**src/rtl/shift_32_iter_pkg.sv**
```systemverilog
// shift_32_iter_pkg -- shared definitions for the iterative 32-bit shifter.
//   * default operand / shift-amount widths
//   * shift op encodings (SLL/SRL/SRA/ROR)
//   * FSM state encodings (IDLE/SHIFT/DONE)
// Optional feature macro: SHIFT_32_ITER_ROTATE_EN (consumed by shift_1_stage).
package shift_32_iter_pkg;

    localparam int DATA_WIDTH  = 32;
    localparam int SHAMT_WIDTH = 5;

    typedef enum logic [1:0] {
        SHIFT_OP_SLL = 2'b00,
        SHIFT_OP_SRL = 2'b01,
        SHIFT_OP_SRA = 2'b10,
        SHIFT_OP_ROR = 2'b11
    } shift_op_e;

    typedef enum logic [1:0] {
        ST_IDLE  = 2'b00,
        ST_SHIFT = 2'b01,
        ST_DONE  = 2'b10
    } shift_state_e;

endpackage

```
**src/rtl/shift_32_iter_if.sv**
```systemverilog
// shift_32_iter_if -- request/result bundle of the iterative shifter.
//   START  request, sampled on the rising clock edge
//   D      operand, sampled with START
//   S      shift amount (0..DATA_WIDTH-1), sampled with START
//   OP     shift op (see shift_op_e), sampled with START
//   Y      result register
//   BUSY   high while an operation is in progress
//   DONE   one-cycle completion pulse, Y valid
// master: requester side; slave: shifter side.
interface shift_32_iter_if #(
    parameter int DATA_WIDTH  = 32,
    parameter int SHAMT_WIDTH = 5
);
    logic                   START;
    logic [DATA_WIDTH-1:0]  D;
    logic [SHAMT_WIDTH-1:0] S;
    logic [1:0]             OP;
    logic [DATA_WIDTH-1:0]  Y;
    logic                   BUSY;
    logic                   DONE;

    modport master (output START, D, S, OP, input  Y, BUSY, DONE);
    modport slave  (input  START, D, S, OP, output Y, BUSY, DONE);
endinterface

```
**src/rtl/shift_32_iter_shift_1_stage.sv**
```systemverilog
// shift_1_stage -- combinational single-position shift, one 2:1 mux chain
// per bit.
//   d_i   operand
//   op_i  shift op
//   q_o   operand shifted by one position
// With SHIFT_32_ITER_ROTATE_EN defined, op ROR rotates right (bit 0 -> MSB);
// otherwise op ROR passes the operand through unchanged.
module shift_1_stage
    import shift_32_iter_pkg::*;
#(
    parameter int DATA_WIDTH = shift_32_iter_pkg::DATA_WIDTH
) (
    input  logic [DATA_WIDTH-1:0] d_i,
    input  shift_op_e             op_i,
    output logic [DATA_WIDTH-1:0] q_o
);

    logic                  msb_fill;
    logic                  keep_sel;   // hold operand instead of shifting
    logic                  right_sel;  // right shift vs. left shift
    logic [DATA_WIDTH-1:0] left_v;
    logic [DATA_WIDTH-1:0] right_v;

`ifdef SHIFT_32_ITER_ROTATE_EN
    // vacated MSB: SRA -> sign, ROR -> old bit 0, SRL -> 0
    assign msb_fill = op_i[0] ? (op_i[1] ? d_i[0] : 1'b0)
                              : (op_i[1] ? d_i[DATA_WIDTH-1] : 1'b0);
    assign keep_sel = 1'b0;
`else
    assign msb_fill = (op_i == SHIFT_OP_SRA) ? d_i[DATA_WIDTH-1] : 1'b0;
    assign keep_sel = (op_i == SHIFT_OP_ROR);
`endif

    assign right_sel = (op_i != SHIFT_OP_SLL);
    assign left_v    = {d_i[DATA_WIDTH-2:0], 1'b0};
    assign right_v   = {msb_fill, d_i[DATA_WIDTH-1:1]};

    for (genvar i = 0; i < DATA_WIDTH; i++) begin : g_bit
        logic shifted;
        assign shifted = right_sel ? right_v[i] : left_v[i];
        assign q_o[i]  = keep_sel  ? d_i[i]     : shifted;
    end

endmodule

```
**src/rtl/shift_32_iter.sv**
```systemverilog
// shift_32_iter -- multi-cycle iterative shifter, one bit position per clock.
//   CLK  system clock, rising edge
//   RST  asynchronous active-low reset
//   bus  shift_32_iter_if.slave: START/D/S/OP in, Y/BUSY/DONE out
// Latency: START sampled at edge k -> DONE high after edge k+S+1.
// Optional feature macro: SHIFT_32_ITER_ROTATE_EN (OP=11 rotate right).
module shift_32_iter
    import shift_32_iter_pkg::*;
#(
    parameter int DATA_WIDTH  = shift_32_iter_pkg::DATA_WIDTH,
    parameter int SHAMT_WIDTH = shift_32_iter_pkg::SHAMT_WIDTH
) (
    input  logic           CLK,
    input  logic           RST,
    shift_32_iter_if.slave bus
);

    shift_state_e           state_q, state_d;
    logic [DATA_WIDTH-1:0]  work_q,  work_d;
    logic [SHAMT_WIDTH-1:0] cnt_q,   cnt_d;
    shift_op_e              op_q,    op_d;
    logic [DATA_WIDTH-1:0]  y_q,     y_d;
    logic [DATA_WIDTH-1:0]  work_shift;

    shift_1_stage #(.DATA_WIDTH(DATA_WIDTH)) u_stage (
        .d_i (work_q),
        .op_i(op_q),
        .q_o (work_shift)
    );

    always_ff @(posedge CLK or negedge RST) begin
        if (!RST) begin
            state_q <= ST_IDLE;
            work_q  <= '0;
            cnt_q   <= '0;
            op_q    <= SHIFT_OP_SLL;
            y_q     <= '0;
        end else begin
            state_q <= state_d;
            work_q  <= work_d;
            cnt_q   <= cnt_d;
            op_q    <= op_d;
            y_q     <= y_d;
        end
    end

    always_comb begin
        state_d = state_q;
        work_d  = work_q;
        cnt_d   = cnt_q;
        op_d    = op_q;
        y_d     = y_q;
        unique case (state_q)
            ST_IDLE, ST_DONE: begin
                // a START in the DONE cycle is taken with no bubble
                if (bus.START) begin
                    work_d  = bus.D;
                    cnt_d   = bus.S;
                    op_d    = shift_op_e'(bus.OP);
                    state_d = ST_SHIFT;
                end else begin
                    state_d = ST_IDLE;
                end
            end
            ST_SHIFT: begin
                // START is ignored here; the running op is unaffected
                if (cnt_q != '0) begin
                    work_d = work_shift;
                    cnt_d  = cnt_q - SHAMT_WIDTH'(1);
                end else begin
                    y_d     = work_q;
                    state_d = ST_DONE;
                end
            end
            default: state_d = ST_IDLE;
        endcase
    end

    assign bus.Y    = y_q;
    assign bus.BUSY = (state_q == ST_SHIFT);
    assign bus.DONE = (state_q == ST_DONE);

endmodule

```
**src/flat_wrapper.sv**
```systemverilog
// flat-port wrapper written by rule: the top's interface ports become plain ports
module shift_32_iter_flat import shift_32_iter_pkg::*;
#(
    parameter int DATA_WIDTH  = shift_32_iter_pkg::DATA_WIDTH,
    parameter int SHAMT_WIDTH = shift_32_iter_pkg::SHAMT_WIDTH
)
  (CLK, RST, bus_START, bus_D, bus_S, bus_OP, bus_Y, bus_BUSY, bus_DONE);
  shift_32_iter_if #(.DATA_WIDTH(DATA_WIDTH), .SHAMT_WIDTH(SHAMT_WIDTH)) bus_i ();
  input  logic CLK;
  input  logic RST;
  input wire logic [$bits(bus_i.START)-1:0] bus_START;
  input wire logic [$bits(bus_i.D)-1:0] bus_D;
  input wire logic [$bits(bus_i.S)-1:0] bus_S;
  input wire logic [$bits(bus_i.OP)-1:0] bus_OP;
  output wire logic [$bits(bus_i.Y)-1:0] bus_Y;
  output wire logic [$bits(bus_i.BUSY)-1:0] bus_BUSY;
  output wire logic [$bits(bus_i.DONE)-1:0] bus_DONE;
  assign bus_i.START = bus_START;
  assign bus_i.D = bus_D;
  assign bus_i.S = bus_S;
  assign bus_i.OP = bus_OP;
  assign bus_Y = bus_i.Y;
  assign bus_BUSY = bus_i.BUSY;
  assign bus_DONE = bus_i.DONE;
  shift_32_iter #(.DATA_WIDTH(DATA_WIDTH), .SHAMT_WIDTH(SHAMT_WIDTH)) u_core (.CLK(CLK), .RST(RST), .bus(bus_i));
endmodule
```
**config.mk**
```make
export PLATFORM = sky130hd
export DESIGN_NAME = shift_32_iter_flat
export DESIGN_NICKNAME = d
export VERILOG_FILES = /design/src/rtl/shift_32_iter_pkg.sv /design/src/rtl/shift_32_iter_if.sv /design/src/rtl/shift_32_iter_shift_1_stage.sv /design/src/rtl/shift_32_iter.sv /design/src/flat_wrapper.sv
export SDC_FILE = /design/constraint.sdc
export NUM_CORES = 1
export LEC_CHECK = 0
export ABC_AREA = 1
export BUFFER_PORTS_ARGS = -buffer_cell sky130_fd_sc_hd__buf_2
export CELL_PAD_IN_SITES_DETAIL_PLACEMENT = 1
export CELL_PAD_IN_SITES_GLOBAL_PLACEMENT = 2
export CORE_ASPECT_RATIO = 0.6
export CORE_MARGIN = 3
export CORE_UTILIZATION = 35
export CTS_BUF_LIST = sky130_fd_sc_hd__clkbuf_4 sky130_fd_sc_hd__clkbuf_8
export DETAILED_ROUTE_END_ITERATION = 7
export PLACE_DENSITY_LB_ADDON = 0.1
export SYNTH_ARGS = -nofsm -noshare
export SYNTH_HDL_FRONTEND = slang
export SYNTH_SLANG_ARGS = --single-unit
```
**constraint.sdc**
```tcl
create_clock -name CLK -period 3.3 [get_ports CLK]
set_input_delay 0.165 -clock CLK [delete_from_list [all_inputs] [get_ports CLK]]
set_output_delay 0.165 -clock CLK [all_outputs]
set_load 0.01 [all_outputs]
```
# Word level (Yosys, flattened, before mapping)
# Cells that the tools add are included.
totals:
  ff_bits: 73
  in_bits: 42
classes:
  addsub: 1
  eq_ne: 9
  n_mux: 74
  n_bitwise: 1
  n_reduce_logical: 10
op_table:
  columns: ["operator", "n"]
  rows:
  - ["1-bit two-way mux", 66]
  - ["32-bit two-way mux", 2]
  - ["32-bit case mux with 2 select lines", 1]
  - ["5-bit two-way mux", 2]
  - ["5-bit case mux with 2 select lines", 1]
  - ["2-bit equality test, second input constant", 3]
  - ["2-bit != test, second input constant", 3]
  - ["5-bit AND reduction", 1]
  - ["5-bit nonzero test", 1]
  - ["5-bit by 1-bit subtractor with 5-bit output, second input constant", 1]
  - ["2-bit case mux with 2 select lines", 1]
  - ["2-bit AND reduction", 2]
  - ["4-bit AND reduction", 1]
  - ["2-bit nonzero test", 2]
  - ["3-bit != test, second input constant", 1]
  - ["3-bit AND reduction", 1]
  - ["2-bit by 1-bit equality test with 1-bit output, second input constant", 1]
  - ["2-bit logical NOT", 1]
  - ["2-bit two-way mux", 1]
  - ["2-bit by 1-bit != test with 1-bit output, second input constant", 1]
  - ["2-bit OR reduction", 1]
  - ["1-bit NOT", 1]

# Logic depth before layout (Yosys ltp)
# Gate-level depths: netlist of the first run.
depth:
  ltp_word: 6
  ltp_mapped: 9
  mapped_depth_nobuf: 8

# Modules after synthesis
# Synthesis of the first run repeated with hierarchy kept, for this count alone.
unflattened:
  hier_cells: 550
  area_unflattened_um2: 4042.6
modules_own_cells:
  columns: ["module", "n_inst", "cells_per_inst", "area_per_inst_um2", "seq_area_each_um2"]
  rows:
  - ["shift_32_iter", 1, 406, 3410.8, 1826.8]
  - ["shift_1_stage", 1, 144, 631.9, 0.0]

# Worst setup path before layout of the first run
# Ideal clock, no wire load.
synth_path:
  path_kind: "register to register"
  startpoint: "register u_core.cnt_q[0]"
  endpoint: "register u_core.y_q[30] (netlist: u_core.bus.Y[30])"
  setup_ps: 126
  arrival_ps: 1240
  slack_ps: 1934
  path_stages_with_launch: 10
  n_path_buf: 2
  path_cell_list: "dfrtp_1 inv_1 ha_1 nand3_1 nand2_2 nand2_2 buf_6 buf_6 nand2_1 o21ai_0"
synth_between:
  elab_chain_len: 3
synth_rtl:
  columns: ["element", "line_no", "source"]
  rows:
  - ["start: declaration", "shift_32_iter.sv:20", "logic [SHAMT_WIDTH-1:0] cnt_q, cnt_d;"]
  - ["start signal: assignment", "shift_32_iter.sv:41", "cnt_q <= cnt_d;"]
  - ["5-bit nonzero test", "shift_32_iter.sv:67", "if (cnt_q != '0) begin"]
  - ["1-bit NOT (no line)", null, null]
  - ["2-bit AND reduction (no line)", null, null]
  - ["end signal: assignment", "shift_32_iter.sv:43", "y_q <= y_d;"]
  - ["end: declaration", "shift_32_iter.sv:22", "logic [DATA_WIDTH-1:0] y_q, y_d;"]
# Every way passes these cells.
# A chain may end at the register's enable or synchronous reset.

# Final worst setup path of the first run
layout_path:
  startpoint: "register u_core.state_q[1]"
  endpoint: "register u_core.cnt_q[1]"
layout_between:
  elab_chain_len: 4
  elab_cells_between_ends: 9
layout_rtl:
  columns: ["element", "line_no", "source"]
  rows:
  - ["start: declaration", "shift_32_iter.sv:18", "shift_state_e state_q, state_d;"]
  - ["start signal: assignment", "shift_32_iter.sv:39", "state_q <= state_d;"]
  - ["2-bit equality test / 2-bit logical NOT (equally long branches)", "shift_32_iter.sv:53", "unique case (state_q)"]
  - ["2-bit OR reduction", "shift_32_iter.sv:53", null]
  - ["2-bit != test (no line) / 2-bit nonzero test (equally long branches)", null, null]
  - ["3-bit AND reduction (no line)", null, null]
# Several ways; a longest one is shown, not always the timed one.

==> results of run 1 <==
## final cells by class
cell class              instances  area, um2
repair buffers                 80      427.9
fillers                      1355       6226
clock buffers                  13      160.2
clock inverters                 3      40.04
well taps                     139      173.9
multi-input cells             365       1640
flip-flops and latches         73       1827
inverters                      46      172.7
## critical path, stage by stage (launching register included)
cell and delay [ns]:
sky130_fd_sc_hd__dfrtp_1 0.44, sky130_fd_sc_hd__nor2_8 0.30, sky130_fd_sc_hd__buf_4 0.39, sky130_fd_sc_hd__inv_2 0.37
sky130_fd_sc_hd__nand2_1 0.17, sky130_fd_sc_hd__o21ai_0 0.09, sky130_fd_sc_hd__nand2_1 0.10, sky130_fd_sc_hd__o21ai_1 0.07
## worst max-delay path by stage
stage / slack, ns / cells after the start / endpoint / from
floorplan: 1.93 / 9 / u_core.bus.Y[30] / u_core.cnt_q[0]
global placement: 1.26 / 7 / u_core.cnt_q[1] / u_core.state_q[1]
detailed placement: 1.23 / 7 / u_core.cnt_q[1] / u_core.state_q[1]
CTS: 1.23 / 7 / u_core.cnt_q[1] / u_core.state_q[1]
global route: 1.05 / 6 / u_core.work_q[10] / u_core.state_q[1]
finish: 1.25 / 7 / u_core.cnt_q[1] / u_core.state_q[1]
## flip-flops by register name (all words and copies together), names as in the netlist
name,flops
u_core.bus.Y,32
u_core.cnt_q,5
u_core.op_q,2
u_core.state_q,2
u_core.work_q,32
## power groups by stage
stage          registers (W)  clock network (W)  logic [W]
2_1_floorplan        0.00160                  0    0.00213
3_3_place_gp         0.00156                  0    0.00276
3_5_place_dp         0.00158                  0    0.00284
4_1_cts              0.00156           0.000753    0.00285
5_1_grt              0.00162           0.000794    0.00322
6_report             0.00156           0.000729    0.00279
## cells by family after synthesis
family          synth area share
fa+ha+maj               0.003239
compound gates           0.07418
flops                     0.4730
simple gates              0.3466
buf+inv                   0.1030
## cell usage after synthesis (all sizes together)
| cell | number | area share |
|---|---|---|
| nand4 | 1 | 0.0016 |
| or2 | 2 | 0.0032 |
| a21oi | 1 | 0.0013 |
| inv | 46 | 0.045 |
| nand3 | 69 | 0.089 |
| clkbuf | 1 | 0.0013 |
| buf | 29 | 0.057 |
| o21ai | 39 | 0.073 |
| nor2 | 8 | 0.013 |
| ha | 1 | 0.0032 |
| dfrtp | 73 | 0.47 |
| nand2 | 244 | 0.24 |
## through the flow
step / std cells / utilization
2_1_floorplan: 514 / -
3_3_place_gp: 703 / 0.3976
3_5_place_dp: 703 / 0.3976
4_1_cts: 719 / 0.4164
5_1_grt: 719 / 0.4164
6_report: 719 / 0.4164
## layer usage
metal  part of all wire  GRT usage  up-vias
met2               0.44     0.2992       65
met4             0.0075    0.04530        0
met5                  0          0        -
met3              0.045    0.03950        8
met1               0.51     0.2706     1646
li1                   -          -     1715
==> results.json, run 1 <==
{
  "status": "finished, violations left",
  "failed_checks": "negative hold slack",
  "chipHeight_um": 87.37,
  "critPathLaunchType": "flop",
  "clk_pin_slew_ns": 0.08,
  "cts_inserted_buffers": 9,
  "vias_per_cell": 4.776,
  "areaGrowthSynthToFinish_pct": 15.00,
  "antenna_cells_inserted": 0,
  "cts.hold.buffers_added": 0,
  "count_of_different_cell_masters_after_synthesis": 20,
  "final_cell_mix": "240 x sky130_fd_sc_hd__nand2_1, 74 x sky130_fd_sc_hd__buf_2, 73 x sky130_fd_sc_hd__dfrtp_1",
  "grt_max_degree": 74,
  "path_class": "reg -> reg",
  "setup_crit_end_kind": "flop",
  "cellLeakagePower_nw": 2.534,
  "synth.avg_cell_area_um2": 7.515,
  "most_common_library_cell_in_the_layout_ignoring_fill_and_taps": "sky130_fd_sc_hd__nand2_1",
  "vdd.ir_drop.worst_mv": 0.4594,
  "timing.critical_path.arrival_ns": 2.28,
  "worst-path-max-fanout": 37,
  "buffer_ports.inserted": 75,
  "dp_hpwl_mm": 7.139,
  "cap_viol_max_count": 0,
  "grt_overflow": 0,
  "setup_ws_ns": 1.247,
  "rr_endpoint": "u_core.cnt_q[1]",
  "seq_power_share": 0.307,
  "finish.instance_area_mm2": 0.004442,
  "report.final.slew_viol_count": 0,
  "internal_power_w": 0.002607,
  "yosysWarningCount": 0,
  "required_ns": 3.52,
  "layout-drive-gt1-share": 0.2241,
  "timing.reg2reg.setup_slack_ns": 1.25,
  "rsz0062_at_grt": "no",
  "drc": 0,
  "h-tree-depth": 3,
  "hold_slack_ns": -0.04704,
  "drt-total-wl_mm": 11.00,
  "clock-skew-final_ns": 0.009843,
  "max_slew_margin": 0.2095,
  "core_area_mm2": 0.01067,
  "cts_root_buf": "sky130_fd_sc_hd__clkbuf_8",
  "initial_core_utilization": 0.3621,
  "dieArea_mm2": 0.01237,
  "switching_share": 0.4863,
  "floorplan.io_pins": 76,
  "gpl.final_weighted_congestion": 0.7424,
  "numClockSinks": 73,
  "postSynthCellCount": 514,
  "max_freq_mhz": 487.0,
  "detailed_router_s_first_iteration_violation_count": 144,
  "finalSetupTns_ns": 0,
  "mappedNetlistArea_mm2": 0.003862,
  "dr_total_vias": 3434,
  "postSynthNetCount": 557,
  "tritoncts_clock_tree": "yes",
  "power.clock.fraction": 0.144,
  "insertion_delay_ns": 0.35,
  "synth_seq_cells": 73,
  "worst-slew-pin-transition_ns": 1.183,
  "placed_cell_areas_mm2": 0.004242,
  "pwr_density_cell_mw_per_mm2": 1143,
  "synth_sequential_area_ratio": 0.4730,
  "max-clock-path-buffers": 2,
  "worst-r2r-cell-count": 7,
  "p_sw_w": 0.002468,
  "first_global_vias": 3670,
  "setup-violations-final": 0,
  "fin_crit_sh": 0.6222,
  "worstReg2RegStart": "u_core.state_q[1]",
  "grt_pass1_wl_mm": 18.63,
  "total_power_w": 0.005076,
  "track_usage": 0.1904,
  "wire_per_inst_um": 15.30,
  "ant_nets": 0,
  "cts-resized-gates": 0,
  "hold_violations": 42,
  "post-route-min-period_ns": 2.053,
  "finalNetCount": 618,
  "grt_antenna_before_repair": 0,
  "standard_cell_rows": 29,
  "place_worst_setup_slack_ns": 1.231,
  "post-cts-setup-buffer-count": 0,
  "number_of_detailed_routing_iterations_run_before_antenna_repair": 4,
  "worst_hold_path_type": "in -> async",
  "proportion_of_power_drawn_by_combinational_gates": 0.549,
  "chip_width_um": 141.6
}
No activity file was read; power rests on OpenSTA's default activity.
==> inputs of run 2 (changes only) <==
--- a/config.mk
+++ b/config.mk
@@ -11,7 +11,7 @@
 export CELL_PAD_IN_SITES_GLOBAL_PLACEMENT = 2
 export CORE_ASPECT_RATIO = 0.6
 export CORE_MARGIN = 3
-export CORE_UTILIZATION = 35
+export CORE_UTILIZATION = 32
 export CTS_BUF_LIST = sky130_fd_sc_hd__clkbuf_4 sky130_fd_sc_hd__clkbuf_8
 export DETAILED_ROUTE_END_ITERATION = 7
 export PLACE_DENSITY_LB_ADDON = 0.1
==> constraint.sdc (replaced) <==
create_clock -name CLK -period 1.9 [get_ports CLK]
set_input_delay 0.095 -clock CLK [delete_from_list [all_inputs] [get_ports CLK]]
set_output_delay 0.095 -clock CLK [all_outputs]
set_load 0.01 [all_outputs]
==> run 2 against run 1 <==
  * The flow now finishes without violations
  * Cell area grew 3.7%
  * Wire length grew 5.5%
  * Largest cell class unchanged
  * Clock-buffer cell count shrank 3
==> results.json, run 2 (synthesized netlist as in run 1, its figures left out) <==
{
  "tritoncts_clock_tree": "yes",
  "worstReg2RegStart": "u_core.state_q[0]",
  "dr_total_vias": 3569,
  "crit_buf_inv": 2,
  "cts-resized-gates": 0,
  "proportion_of_power_drawn_by_combinational_gates": 0.554,
  "clock-skew-final_ns": 0.005780,
  "critical_path.most_common_cell": "sky130_fd_sc_hd__nand2_1",
  "chipHeight_um": 91.10,
  "worst-r2r-cell-count": 7,
  "most_common_library_cell_in_the_layout_ignoring_fill_and_taps": "sky130_fd_sc_hd__nand2_1",
  "multiInputGateArea_mm2": 0.001640,
  "chip_width_um": 147.8,
  "final_cell_mix": "240 x sky130_fd_sc_hd__nand2_1, 74 x sky130_fd_sc_hd__buf_2, 73 x sky130_fd_sc_hd__dfrtp_1",
  "status": "completed",
  "vias_per_cell": 4.746,
  "hold_violations": 0,
  "first_global_vias": 3762,
  "cts_inserted_buffers": 9,
  "critPathLaunchType": "flop",
  "cts_root_buf": "sky130_fd_sc_hd__clkbuf_8",
  "initial_core_utilization": 0.3352,
  "path_class": "reg -> reg",
  "drc": 0,
  "standard_cell_rows": 30,
  "setup_crit_end_kind": "flop",
  "hold_depth": 5,
  "fin_crit_sh": 0.8410,
  "max_freq_mhz": 625.8,
  "stdcell_count": 752,
  "clk_pin_slew_ns": 0.08,
  "floorplan.io_pins": 76,
  "track_usage": 0.1821,
  "hp-start": "bus_D[18]",
  "dp_hpwl_mm": 8.057,
  "worstPathCellList": "inv_2 -> nor2_8 -> inv_2 -> nand2_1 -> nand2_1 -> nand3_1 -> nand2_1",
  "seq_power_share": 0.297,
  "power.clock.fraction": 0.149,
  "detailed_router_s_first_iteration_violation_count": 165,
  "cap_viol_max_count": 0,
  "num-fill-cells": 1467,
  "finalNetCount": 630,
  "max_slew_margin": 0.5295,
  "insertion_delay_ns": 0.36,
  "rr_endpoint": "u_core.work_q[19]",
  "setup-violations-final": 0,
  "grt_pass1_wl_mm": 19.47,
  "rsz0062_at_grt": "no",
  "vdd.ir_drop.worst_mv": 0.8988,
  "p_sw_w": 0.004400,
  "cpMaxStageDelayCell": "sky130_fd_sc_hd__inv_2",
  "placedCellCount": 733,
  "buffer_ports.inserted": 75,
  "timing.critical_path.arrival_ns": 1.90,
  "gpl.final_weighted_congestion": 0.7302,
  "drt-total-wl_mm": 11.61,
  "grt_overflow": 0,
  "core_area_mm2": 0.01152,
  "post-route-min-period_ns": 1.598,
  "max-clock-path-buffers": 2,
  "switching_share": 0.4814,
  "worst-path-max-fanout": 37,
  "cellLeakagePower_nw": 2.600,
  "antenna_cells_inserted": 0,
  "internal_power_w": 0.004741,
  "critical_path.max_stage_delay_ns": 0.53,
  "timing.reg2reg.setup_slack_ns": 0.30,
  "min_to": "u_core.work_q[18]",
  "wire_per_inst_um": 15.43,
  "ant_nets": 0,
  "layout-drive-gt1-share": 0.2348,
  "numClockSinks": 73,
  "total_power_w": 0.009141,
  "worst_hold_path_type": "in -> reg",
  "grt_max_degree": 57,
  "critical-path-top-delay-family": "buffers and inverters",
  "areaGrowthSynthToFinish_pct": 19.21,
  "number_of_detailed_routing_iterations_run_before_antenna_repair": 4,
  "worst-slew-pin-transition_ns": 0.7048,
  "seq_area_mm2": 0.001827,
  "h-tree-depth": 3,
  "pwr_density_cell_mw_per_mm2": 1985,
  "required_ns": 2.20,
  "dieArea_mm2": 0.01347,
  "finalSetupTns_ns": 0,
  "grt_antenna_before_repair": 0,
  "report.final.slew_viol_count": 0
}
==> run 2: cell count changes in the layout (fill, tap and decap cells not counted) <==
cell and delta:
sky130_fd_sc_hd__buf_4 +7, sky130_fd_sc_hd__dlygate4sd3_1 +3, sky130_fd_sc_hd__buf_12 +2, sky130_fd_sc_hd__clkbuf_4 -2, sky130_fd_sc_hd__bufinv_16 +1, sky130_fd_sc_hd__clkbuf_8 -1
sky130_fd_sc_hd__clkinv_2 +1, sky130_fd_sc_hd__clkinvlp_4 +1
==> run 2: worst reg2reg max path: cells and delay by family (launching register included) <==
family / cells / cell delay, ns
buf+inv: 2 / 0.64
flops: 1 / 0.39
simple gates: 5 / 0.51
==> run 2: cell type report <==
class                   count  share of cell area
clock buffers              10             0.02853
clock inverters             6             0.01793
inverters                  46             0.03750
multi-input cells         365              0.3562
flip-flops and latches     73              0.3967
well taps                 160             0.04348
repair buffers             92              0.1196
==> run 2: what timing repair did <==
action                                 CTS  global route
buffers inserted                         0             0
endpoints found under the hold margin   33             0
hold buffers                             3             0
==> run 2: through the flow <==
step | area [um2] | util | hold slack (ns) | worst slack (ns)
after global placement | 4360 | 0.3784 | 0.09005 | 0.3071
after CTS | 4604 | 0.3996 | 0.03304 | 0.2683
final | 4604 | 0.3996 | 0.05175 | 0.3021
after detailed placement | 4360 | 0.3784 | 0.1039 | 0.2891
after global routing | 4604 | 0.3996 | 0.06909 | 0.1402
after floorplan | 3862 | - | -0.2006 | 0.5341
==> run 2: worst max path at each step <==
stage	endpoint	slack [ns]	start	depth (start not counted)
after CTS	u_core.cnt_q[0]	0.27	u_core.state_q[0]	7
after global placement	u_core.cnt_q[0]	0.31	u_core.state_q[0]	7
after floorplan	u_core.bus.Y[30]	0.53	u_core.cnt_q[0]	9
after global routing	u_core.work_q[19]	0.14	u_core.state_q[0]	7
final	u_core.work_q[19]	0.30	u_core.state_q[0]	7
after detailed placement	u_core.cnt_q[0]	0.29	u_core.state_q[0]	7
==> run 2: power groups by stage <==
stage / clock (W) / combinational (W) / sequential, W
2_1_floorplan: 0 / 0.00369 / 0.00279
3_3_place_gp: 0 / 0.00502 / 0.00272
3_5_place_dp: 0 / 0.00515 / 0.00275
4_1_cts: 0.00141 / 0.00518 / 0.00272
5_1_grt: 0.00147 / 0.00581 / 0.00281
6_report: 0.00136 / 0.00506 / 0.00272
==> run 2: routing by layer <==
layer  vias to the layer above  global-route usage  part of all wire
met5                         -                   0                 0
met4                         0             0.04919             0.010
li1                       1741                   -                 -
met3                         9             0.04239             0.048
met2                        76              0.2802              0.44
met1                      1743              0.2582              0.50
